===== config.mk =====
export PLATFORM = sky130hd
export DESIGN_NAME = seg_scan
export DESIGN_NICKNAME = d
export VERILOG_FILES = /design/src/rtl/seg_scan.sv
export SDC_FILE = /design/constraint.sdc
export NUM_CORES = 1
export LEC_CHECK = 0
export ABC_CLOCK_PERIOD_IN_PS = 3100
export CAP_MARGIN = 10
export CORE_MARGIN = 4
export CORE_UTILIZATION = 30
export DETAILED_ROUTE_END_ITERATION = 7
export PLACE_DENSITY = 0.68
export SYNTH_ARGS = -nofsm -noshare
export SYNTH_HDL_FRONTEND = slang
export SYNTH_SLANG_ARGS = --single-unit
export TNS_END_PERCENT = 1

===== constraint.sdc =====
create_clock -name clk -period 3.1 [get_ports clk]
set_input_delay 0.93 -clock clk [delete_from_list [all_inputs] [get_ports clk]]
set_output_delay 0.93 -clock clk [all_outputs]
set_load 0.02 [all_outputs]

===== src/rtl/seg_scan.sv =====
// ---------------------------------------------------------------------------
// seg_scan
//
// Digit-scan controller for an 8-digit multiplexed seven-segment display.
// It produces a one-hot digit select and a frame-stable copy of the 32-bit
// display value. Both outputs update on the same clock edge, so the
// downstream nibble mux never pairs a digit select with a half-updated value.
//
// Parameters:
//   CNT_MAX     clock cycles per digit slot (>= 1)
//   BLANK_CYC   blanking cycles at the start of each slot (< CNT_MAX);
//               only used when SCAN_BLANK_EN is defined
//
// Ports:
//   clk          in   1   system clock, rising edge
//   rst_n        in   1   asynchronous active-low reset
//   en           in   1   scan enable
//   dig_en       in   8   per-digit enable mask (bit i gates digit i)
//   data_in      in  32   value to display, nibble i -> digit i
//   sel          out  8   registered one-hot digit select (0 = none lit)
//   data_out     out 32   registered frame-latched copy of data_in
//   frame_start  out  1   one-cycle pulse on the edge that latches a frame
//
// Build option:
//   SCAN_BLANK_EN  when defined, sel is forced to zero for the first
//                  BLANK_CYC cycles of every slot to suppress ghosting.
// ---------------------------------------------------------------------------
module seg_scan #(
    parameter int CNT_MAX   = 50_000,
    parameter int BLANK_CYC = 500
) (
    input  logic        clk,
    input  logic        rst_n,
    input  logic        en,
    input  logic [7:0]  dig_en,
    input  logic [31:0] data_in,
    output logic [7:0]  sel,
    output logic [31:0] data_out,
    output logic        frame_start
);

    // A one-cycle slot still needs a 1-bit counter that simply stays at 0.
    localparam int CNT_W = (CNT_MAX > 1) ? $clog2(CNT_MAX) : 1;
    localparam logic [CNT_W-1:0] CNT_LAST = CNT_W'(CNT_MAX - 1);

    // Elaboration-time guard against illegal parameter combinations.
    if (CNT_MAX < 1) begin : g_bad_cnt_max
        $error("seg_scan: CNT_MAX must be at least 1");
    end
    if (BLANK_CYC >= CNT_MAX) begin : g_bad_blank_cyc
        $error("seg_scan: BLANK_CYC must be smaller than CNT_MAX");
    end

    logic [CNT_W-1:0] div_cnt_q, div_cnt_d;
    logic [2:0]       idx_q,     idx_d;
    logic [7:0]       sel_q,     sel_d;
    logic [31:0]      data_q,    data_d;
    logic             frame_q,   frame_d;

    logic             slot_wrap;
    logic             frame_edge;
    logic             blank_now;
    logic [7:0]       onehot;

    assign slot_wrap  = (div_cnt_q == CNT_LAST);
    // The frame boundary is the first cycle of digit 0; this is also the
    // state the counters are parked in while disabled, so re-enabling always
    // begins with a fresh latch.
    assign frame_edge = (div_cnt_q == '0) && (idx_q == 3'd0);
    assign onehot     = 8'b0000_0001 << idx_q;

`ifdef SCAN_BLANK_EN
    localparam logic [CNT_W-1:0] BLANK_LIM = CNT_W'(BLANK_CYC);
    assign blank_now = (div_cnt_q < BLANK_LIM);
`else
    assign blank_now = 1'b0;
`endif

    // Next-state logic. sel is computed from the current idx, so it lags the
    // counters by one edge; the frame latch uses the same edge, keeping sel
    // and data_out aligned.
    always_comb begin
        div_cnt_d = div_cnt_q;
        idx_d     = idx_q;
        sel_d     = 8'h00;
        data_d    = data_q;
        frame_d   = 1'b0;

        if (en) begin
            if (slot_wrap) begin
                div_cnt_d = '0;
                idx_d     = idx_q + 3'd1;
            end else begin
                div_cnt_d = div_cnt_q + CNT_W'(1);
            end

            if (!blank_now) begin
                sel_d = onehot & dig_en;
            end

            if (frame_edge) begin
                data_d  = data_in;
                frame_d = 1'b1;
            end
        end else begin
            div_cnt_d = '0;
            idx_d     = 3'd0;
        end
    end

    always_ff @(posedge clk or negedge rst_n) begin
        if (!rst_n) begin
            div_cnt_q <= '0;
            idx_q     <= 3'd0;
            sel_q     <= 8'h00;
            data_q    <= 32'h0;
            frame_q   <= 1'b0;
        end else begin
            div_cnt_q <= div_cnt_d;
            idx_q     <= idx_d;
            sel_q     <= sel_d;
            data_q    <= data_d;
            frame_q   <= frame_d;
        end
    end

    assign sel         = sel_q;
    assign data_out    = data_q;
    assign frame_start = frame_q;

endmodule


==> run summary, run 1 <==
status - complete, no violations
Pre-antenna DRT Iters - 4
Switching Share - 0.265
worst reg2reg setup slack - 1.06 ns
fin. max-slew vios - 0
crit path capture type - flop
ratio of final minimum period to clock period - 0.751
Buf+Inv Stages, Crit Path - 2
maximum clock path buffer count - 2
Final Wtd Congestion - 0.744
Post-Route WL - 5470 um
first-pass GRT wire length - 9110 um
delay-heaviest family, CP - buffers and inverters
number of gates resized after cts - 0
Syn Inst Count - 197
Worst path depth - 5
Setup violations, final - 0
worst slew pin tran - 0.532 ns
PwrDens - 603 nW/um^2
Root Buffer - clkbuf_8
Die Ht - 100 um
largest net degree at the start of global routing - 33
fmax - 430 MHz
max incr delay on CP - 0.49 ns
Row Count - 33
insertion delay of the later-clocked pin in the worst-skew pair - 0.33 ns
final hold viol count - 0
Worst Setup Start Kind - input pin
data required time of the worst path - 3.31 ns
TritonCTS buffer count - 9
H-tree depth - 3
placed wire-length estimate - 4120 um
final clock skew - 0.00979 ns
top cells by area, synth - dfrtp_1 (59%), mux2_1 (13%), xnor2_1 (4.1%)
IO Pins - 84
setup_tns - 0 ns
CTS tree - built
Multi-input gate area - 978 um^2
pre-CTS setup slack - 0.412 ns
Tmin final - 2.33 ns
GRT overflow - 0
Synth area leader - dfrtp_1
Worst VDD drop - 0.222 mV
Storage cell area - 1500 um^2
number of synthesized flops with an enable pin - 0
crit-path max FO - 32
Reg clk slew, reported paths - 0.06 ns
area delta synth->final - 46.3%
asr flop ratio synth - 1.00
RSZ-0062 raised after global routing - false
Syn Area/Cell - 13.0 um^2
crit path cell chain - clkdlybuf4s50_1, nand3_1, nor4_4, buf_12, mux2_1
remaining antenna violation count - 0
Worst path slowest cell - clkdlybuf4s50_1
vias in the first global route - 1868
sequential area share after synthesis - 0.587
share of post-route cells with drive strength above 1 - 0.0845
core area - 8260 um^2
CP Class - input pin to flop
most common cell in the netlist - dfrtp_1
synth unique cells - 25
Max-cap violations - 0
register share of total power - 0.416
worst hold stages - 1
DRC Markers - 0
DR WL/cell - 13.6 um
Mapped Area - 2560 um^2
Mapped Nets - 248
# fillers - 765
initial antenna violation count - 0
Arrival @ worst endpoint - 2.53 ns
yosys warns - 0
Internal Power - 0.00166 W
nets - 342
# diodes - 0
GRT Total Usage - 0.116
die width - 100 um
Post-CTS Hold Buffers - 0
initial core utilization - 0.310
Synth Flop Type - dfrtp_1
Port-buffer cells - 83
drt initial violations - 60
relative slew slack - 0.642
post-synthesis register bit count - 60
min setup slack post-route - 0.772 ns
die area - 10100 um^2
WHS - 0.484 ns
clock share of power - 0.341
Setup Fix Bufs, Post-CTS - 0
Psw - 0.000597 W
commonest cells in the netlist - dfrtp_1 (60), mux2_1 (30), nor2_1 (20)
DR vias - 1822
Comb power frac - 0.243
Vias/cell - 4.54
leakage - 1.59 nW
CTS Sinks - 60
share of the synthesized area in the top cell type - 0.587
Reg2Reg Depth - 5
Hold Crit Class - flop to flop
[per-stage QoR]
step | total power, W | instance area (um^2) | cells | utilization
6_report | 0.00225 | 3740 | 401 | 0.453
5_1_grt | 0.00236 | 3740 | 401 | 0.453
2_1_floorplan | 0.00120 | 2560 | 197 | -
3_3_place_gp | 0.00150 | 3520 | 385 | 0.426
3_5_place_dp | 0.00151 | 3520 | 385 | 0.426
4_1_cts | 0.00230 | 3740 | 401 | 0.453
[final timing paths]
| path | from | to |
|---|---|---|
| worst min-delay path | data_out[17] | data_out[17] |
| min in group asynchronous | rst_n | data_out[14] |
| worst min register to register | data_out[17] | data_out[17] |
| max in group asynchronous | rst_n | div_cnt_q[14] |
| worst max register to register | div_cnt_q[4] | data_out[9] |
| worst max-delay path | en | data_out[9] |
[state kept, by name, indices dropped and copies added, names as in the netlist]
register     flops
div_cnt_q       16
sel              8
data_out        32
idx_q            3
frame_start      1
[cells in the final DEF, fill, tap and decap left out, drive strengths merged, types with 5 or more instances in the layout]
cell,instances
and4,5
buf,6
clkbuf,12
clkdlybuf4s50,82
dfrtp,60
ha,8
inv,9
mux2,32
nand2,10
nand3,8
nor2,20
nor3,6
nor4,6
xnor2,12
[worst register-to-register path, cell delays in order (launching register included)]
cell     delay, ns
dfrtp_1       0.43
nor4_2        0.33
nand2_1       0.20
nor4_4        0.36
buf_12        0.25
mux2_1        0.36
[final cells by class]
| cell class | instances | area share |
|---|---|---|
| repair buffers | 88 | 0.234 |
| well taps | 105 | 0.0351 |
| multi-input cells | 123 | 0.262 |
| clock buffers | 12 | 0.0388 |
| flip-flops and latches | 60 | 0.402 |
| clock inverters | 4 | 0.0194 |
| inverters | 9 | 0.00904 |
[power groups by stage]
stage | Clock, W | Sequential [W] | Combinational (W)
2_1_floorplan | 0 | 0.00108 | 0.000113
3_3_place_gp | 0 | 0.000953 | 0.000550
3_5_place_dp | 0 | 0.000955 | 0.000558
4_1_cts | 0.000797 | 0.000940 | 0.000559
5_1_grt | 0.000824 | 0.000955 | 0.000584
6_report | 0.000768 | 0.000938 | 0.000548
[kinds of logic after synthesis]
logic type,Yosys count,synth area share
AND/OR/NAND/NOR,65,0.137
flip-flops,60,0.587
multiplexers,35,0.153
XOR/XNOR,14,0.0480
buffers and inverters,14,0.0299
adder cells (fa/ha/maj),8,0.0392
AO/OA/AOI/OAI,1,0.00636
[metal layers]
layer	global-route usage	share of wire
met5	0	0
met4	0.0528	0.017
met3	0.0396	0.079
met2	0.174	0.46
met1	0.150	0.44
(Power assumes the default switching activity.)
==> inputs of run 2 (changes only) <==
--- a/config.mk
+++ b/config.mk
@@ -5,12 +5,12 @@
 export SDC_FILE = /design/constraint.sdc
 export NUM_CORES = 1
 export LEC_CHECK = 0
-export ABC_CLOCK_PERIOD_IN_PS = 3100
+export ABC_CLOCK_PERIOD_IN_PS = 2100
 export CAP_MARGIN = 10
 export CORE_MARGIN = 4
 export CORE_UTILIZATION = 30
 export DETAILED_ROUTE_END_ITERATION = 7
-export PLACE_DENSITY = 0.68
+export PLACE_DENSITY = 0.7
 export SYNTH_ARGS = -nofsm -noshare
 export SYNTH_HDL_FRONTEND = slang
 export SYNTH_SLANG_ARGS = --single-unit
==> constraint.sdc (replaced) <==
create_clock -name clk -period 2.1 [get_ports clk]
set_input_delay 0.63 -clock clk [delete_from_list [all_inputs] [get_ports clk]]
set_output_delay 0.63 -clock clk [all_outputs]
set_load 0.02 [all_outputs]
==> run 2 against run 1 <==
Against the previous run:
- non-clock buffer count up 7
- highest routed layer unchanged
- sequential cell count unchanged
- global-route usage up 0.075 points
==> run summary, run 2 (same netlist as run 1, synthesis figures left out) <==
status - complete, no violations
Reg clk slew, reported paths - 0.07 ns
core area - 8260 um^2
largest net degree at the start of global routing - 37
die area - 10100 um^2
crit path capture type - flop
Port-buffer cells - 83
initial core utilization - 0.310
PwrDens - 842 nW/um^2
placed inst area - 3570 um^2
# placed instances - 390
crit-path max FO - 16
share of post-route cells with drive strength above 1 - 0.112
IO Pins - 84
final clock skew - 0.00979 ns
pre-CTS setup slack - -0.264 ns
leading cell type in the layout, fill and taps excluded - clkdlybuf4s50_1
relative slew slack - 0.620
Final Wtd Congestion - 0.719
Final Non-Filler Cells - 408
TritonCTS buffer count - 9
CTS tree - built
fin area - 3800 um^2
Worst Setup Start Kind - flop
Storage cell area - 1500 um^2
RSZ-0062 raised after global routing - false
ratio of final minimum period to clock period - 0.968
crit path cell chain - or4_4, nor4_4, buf_4, clkbuf_16, mux2_1
# diodes - 0
final hold viol count - 0
fmax - 492 MHz
Pre-antenna DRT Iters - 4
CTS Sinks - 60
Final Util - 0.460
GRT overflow - 0
nets - 349
Multi-input gate area - 987 um^2
placed wire-length estimate - 3970 um
total power - 0.00320 W
max FFs per register - 32
data required time of the worst path - 2.31 ns
Die Ht - 100 um
Root Buffer - clkbuf_8
CP Class - flop to flop
Vias/cell - 4.42
Buf+Inv Stages, Crit Path - 2
delay-heaviest family, CP - simple AND/OR/NAND/NOR gates
GRT Total Usage - 0.116
Worst VDD drop - 0.251 mV
die width - 100 um
Setup violations, final - 0
remaining antenna violation count - 0
Arrival @ worst endpoint - 2.25 ns
Post-Route WL - 5620 um
vias in the first global route - 1826
insertion delay of the later-clocked pin in the worst-skew pair - 0.33 ns
drt initial violations - 69
Max-cap violations - 0
DR vias - 1805
Worst path slowest cell - or4_4
area delta synth->final - 48.5%
leakage - 1.62 nW
Hold Crit Class - input pin to async pin
H-tree depth - 3
first-pass GRT wire length - 9180 um
most frequent cells in the layout - clkdlybuf4s50_1 (82), dfrtp_1 (60), mux2_1 (30), nor2_1 (20), xnor2_1 (12)
Tmin final - 2.03 ns
max incr delay on CP - 0.52 ns
initial antenna violation count - 0
Row Count - 33
min setup slack post-route - 0.0663 ns
worst slew pin tran - 0.570 ns
# fillers - 787
fin. max-slew vios - 0
DR WL/cell - 13.8 um
maximum clock path buffer count - 2
DRC Markers - 0
==> run 2: changes by cell type in the layout (fill, tap and decap cells not counted), sizes merged <==
cell    delta
buf        +6
bufinv     -1
clkinv     +2
==> run 2: metal layers <==
metal	track usage	share of wire	vias up
met2	0.166	0.44	57
met1	0.160	0.46	854
met3	0.0368	0.078	11
met5	0	0	-
li1	-	-	883
met4	0.0560	0.020	0
==> run 2: per-stage QoR <==
step | hold slack [ns] | TNS (ns)
after floorplan | 0.334 | 0
after global placement | 0.467 | -7.07
after detailed placement | 0.475 | -8.15
after CTS | 0.298 | 0
after global routing | 0.322 | 0
final | 0.285 | 0
==> run 2: power breakdown <==
group | switching (W) | internal, W
clock network | 0.000440 | 0.000542
logic | 0.000376 | 0.000449
registers | 0.0000770 | 0.00131
total | 0.000893 | 0.00230
==> run 2: final cells by class <==
cell class,instances,area share
Sequential cell,60,0.396
Multi-Input combinational cell,123,0.260
Timing Repair Buffer,95,0.252
Clock buffer,11,0.0346
Tap cell,105,0.0346
Clock inverter,5,0.0138
Inverter,9,0.00890
==> run 2: worst paths after layout <==
path	startpoint	endpoint	slack (ns)	cells past startpoint
worst max-delay path	div_cnt_q[3]	data_out[14]	0.07	5
worst min-delay path	rst_n	data_out[21]	0.29	1
worst max register to register	div_cnt_q[3]	data_out[14]	0.07	5
worst min register to register	data_out[6]	data_out[6]	0.48	1
max in group asynchronous	rst_n	div_cnt_q[5]	1.22	2
min in group clk	data_out[6]	data_out[6]	0.48	1
==> run 2: worst reg2reg max path: cells and delay by family, from the launching register on <==
family	cells	cell delay, ns
DFF	1	0.42
and+or+nand+nor	2	0.79
muxes	1	0.33
buffers and inverters	2	0.38
==> run 2: what timing repair did <==
item / CTS / global route
hold buffers: 0 / 0
endpoints found under the setup margin: 0 / 32
resized for setup: 0 / 2
setup buffers: 0 / 1
==> inputs of run 3 (changes only) <==
--- a/config.mk
+++ b/config.mk
@@ -7,10 +7,13 @@
 export LEC_CHECK = 0
 export ABC_CLOCK_PERIOD_IN_PS = 2100
 export CAP_MARGIN = 10
+export CELL_PAD_IN_SITES_DETAIL_PLACEMENT = 1
+export CELL_PAD_IN_SITES_GLOBAL_PLACEMENT = 1
 export CORE_MARGIN = 4
 export CORE_UTILIZATION = 30
 export DETAILED_ROUTE_END_ITERATION = 7
-export PLACE_DENSITY = 0.7
+export PLACE_DENSITY = 0.83
+export RECOVER_POWER = 25
 export SYNTH_ARGS = -nofsm -noshare
 export SYNTH_HDL_FRONTEND = slang
 export SYNTH_SLANG_ARGS = --single-unit
==> run 3 against run 2 <==
Against the previous run:
- utilization is 0.48 points lower
- worst setup slack worse by 0.027 ns
- largest cell class unchanged
- power is 4.1% lower
- die area stayed put
- routed wire length is 20% higher
- combinational power is 0.7% higher
- clock skew is 0.0030 ns lower
- sequential share of layout area is 0.42 points higher
- first-iteration DRC count is 42% lower
- non-clock buffer count stayed put
- critical path type unchanged
- critical path depth stayed put
- critical endpoint is now data_out[17]
- cell count is 0.25% lower
==> run summary, run 3 (same netlist as run 1, synthesis figures left out) <==
status - complete, no violations
Vias/cell - 4.72
placed wire-length estimate - 4890 um
max incr delay on CP - 0.53 ns
core area - 8260 um^2
area delta synth->final - 46.9%
Crit. Startpoint - div_cnt_q[3]
# fillers - 896
Row Count - 33
Pre-antenna DRT Iters - 4
worst slew pin tran - 1.45 ns
Root Buffer - clkbuf_8
DR WL/cell - 16.6 um
remaining antenna violation count - 0
share of post-route cells with drive strength above 1 - 0.106
max FFs per register - 32
Final Wtd Congestion - 0.765
initial core utilization - 0.310
leakage - 1.61 nW
insertion delay of the later-clocked pin in the worst-skew pair - 0.33 ns
CTS tree - built
worst reg2reg setup slack - 0.04 ns
Worst Setup Start Kind - flop
Buf+Inv Stages, Crit Path - 2
Worst path depth - 5
PwrDens - 817 nW/um^2
most frequent cells in the layout - clkdlybuf4s50_1 (82), dfrtp_1 (60), mux2_1 (30), nor2_1 (20), xnor2_1 (12)
final hold viol count - 0
leading cell type in the layout, fill and taps excluded - clkdlybuf4s50_1
Port-buffer cells - 83
CTS Sinks - 60
delay-heaviest family, CP - simple AND/OR/NAND/NOR gates
# diodes - 0
placed inst area - 3570 um^2
critical path endpoint - data_out[17]
GRT Total Usage - 0.135
Worst path slowest cell - or4_4
TritonCTS buffer count - 9
Reg clk slew, reported paths - 0.07 ns
IO Pins - 84
Max-cap violations - 0
DRC Markers - 0
Die Ht - 100 um
r2r startpoint - div_cnt_q[3]
Reg2Reg Depth - 5
H-tree depth - 3
initial antenna violation count - 0
largest net degree at the start of global routing - 61
Hold Crit Class - flop to flop
CP Class - flop to flop
WHS - 0.487 ns
Tmin final - 2.06 ns
drt initial violations - 40
Arrival @ worst endpoint - 2.27 ns
nets - 349
first-pass GRT wire length - 10400 um
crit path cell chain - or4_4, nor4_4, buf_4, clkbuf_16, mux2_1
Post-Route WL - 6750 um
GRT overflow - 0
ratio of final minimum period to clock period - 0.981
crit path capture type - flop
die width - 100 um
fmax - 485 MHz
reg-to-reg endpoint - data_out[17]
data required time of the worst path - 2.31 ns
maximum clock path buffer count - 2
fin area - 3760 um^2
crit-path max FO - 16
DR vias - 1923
relative slew slack - 0.0323
Worst VDD drop - 0.273 mV
pre-CTS setup slack - -0.316 ns
die area - 10100 um^2
min setup slack post-route - 0.0394 ns
fin. max-slew vios - 0
Setup violations, final - 0
final clock skew - 0.00679 ns
vias in the first global route - 2096
==> run 3: changes by cell type in the layout (fill, tap and decap cells not counted), sizes merged <==
cell	before	now
clkbuf	12	14
buf	12	11
bufinv	1	0
clkinvlp	1	0
==> run 3: layout make-up <==
class	instances	area (um^2)	area share
Timing Repair Buffer	95	943	0.251
Multi-Input combinational cell	123	996	0.265
Clock buffer	12	135	0.0360
Inverter	9	33.8	0.00899
Tap cell	105	131	0.0350
Sequential cell	60	1500	0.400
Clock inverter	3	15.0	0.00400
==> run 3: timing repair <==
item | in CTS | in global routing
pin swaps | 0 | 1
resized for setup | 1 | 2
buffers inserted | 0 | 1
setup endpoints to repair | 1 | 8
hold buffers | 0 | 0
cloned | 0 | 1
==> run 3: through the flow <==
step	util	cells	power, W	TNS [ns]
6_report	0.455	407	0.00307	0
3_5_place_dp	0.432	390	0.00226	-8.95
3_3_place_gp	0.432	390	0.00222	-7.21
4_1_cts	0.452	405	0.00310	0
5_1_grt	0.455	407	0.00321	-0.363
2_1_floorplan	-	197	0.00177	0
==> run 3: layer usage <==
layer / GRT usage / wire length, um / vias up / part of all wire
met4: 0.0591 / 112 / 0 / 0.017
met2: 0.232 / 3570 / 55 / 0.53
li1: - / - / 882 / -
met1: 0.161 / 2720 / 976 / 0.40
met5: 0 / 0 / - / 0
met3: 0.0313 / 353 / 10 / 0.052
==> run 3: where the power goes <==
part / internal (W) / total, W / switching (W)
combinational: 0.000445 / 0.000831 / 0.000385
sequential: 0.00131 / 0.00140 / 0.0000871
clock: 0.000416 / 0.000835 / 0.000419
total: 0.00218 / 0.00307 / 0.000891
==> run 3: worst min-delay path by stage <==
stage	startpoint	endpoint	slack [ns]	cells past startpoint
6_report	data_out[18]	data_out[18]	0.49	1
5_1_grt	data_out[21]	data_out[21]	0.51	1
4_1_cts	rst_n	data_out[2]	0.31	2
3_5_place_dp	data_out[18]	data_out[18]	0.48	1
3_3_place_gp	data_out[15]	data_out[15]	0.47	1
2_1_floorplan	rst_n	data_out[0]	0.33	0
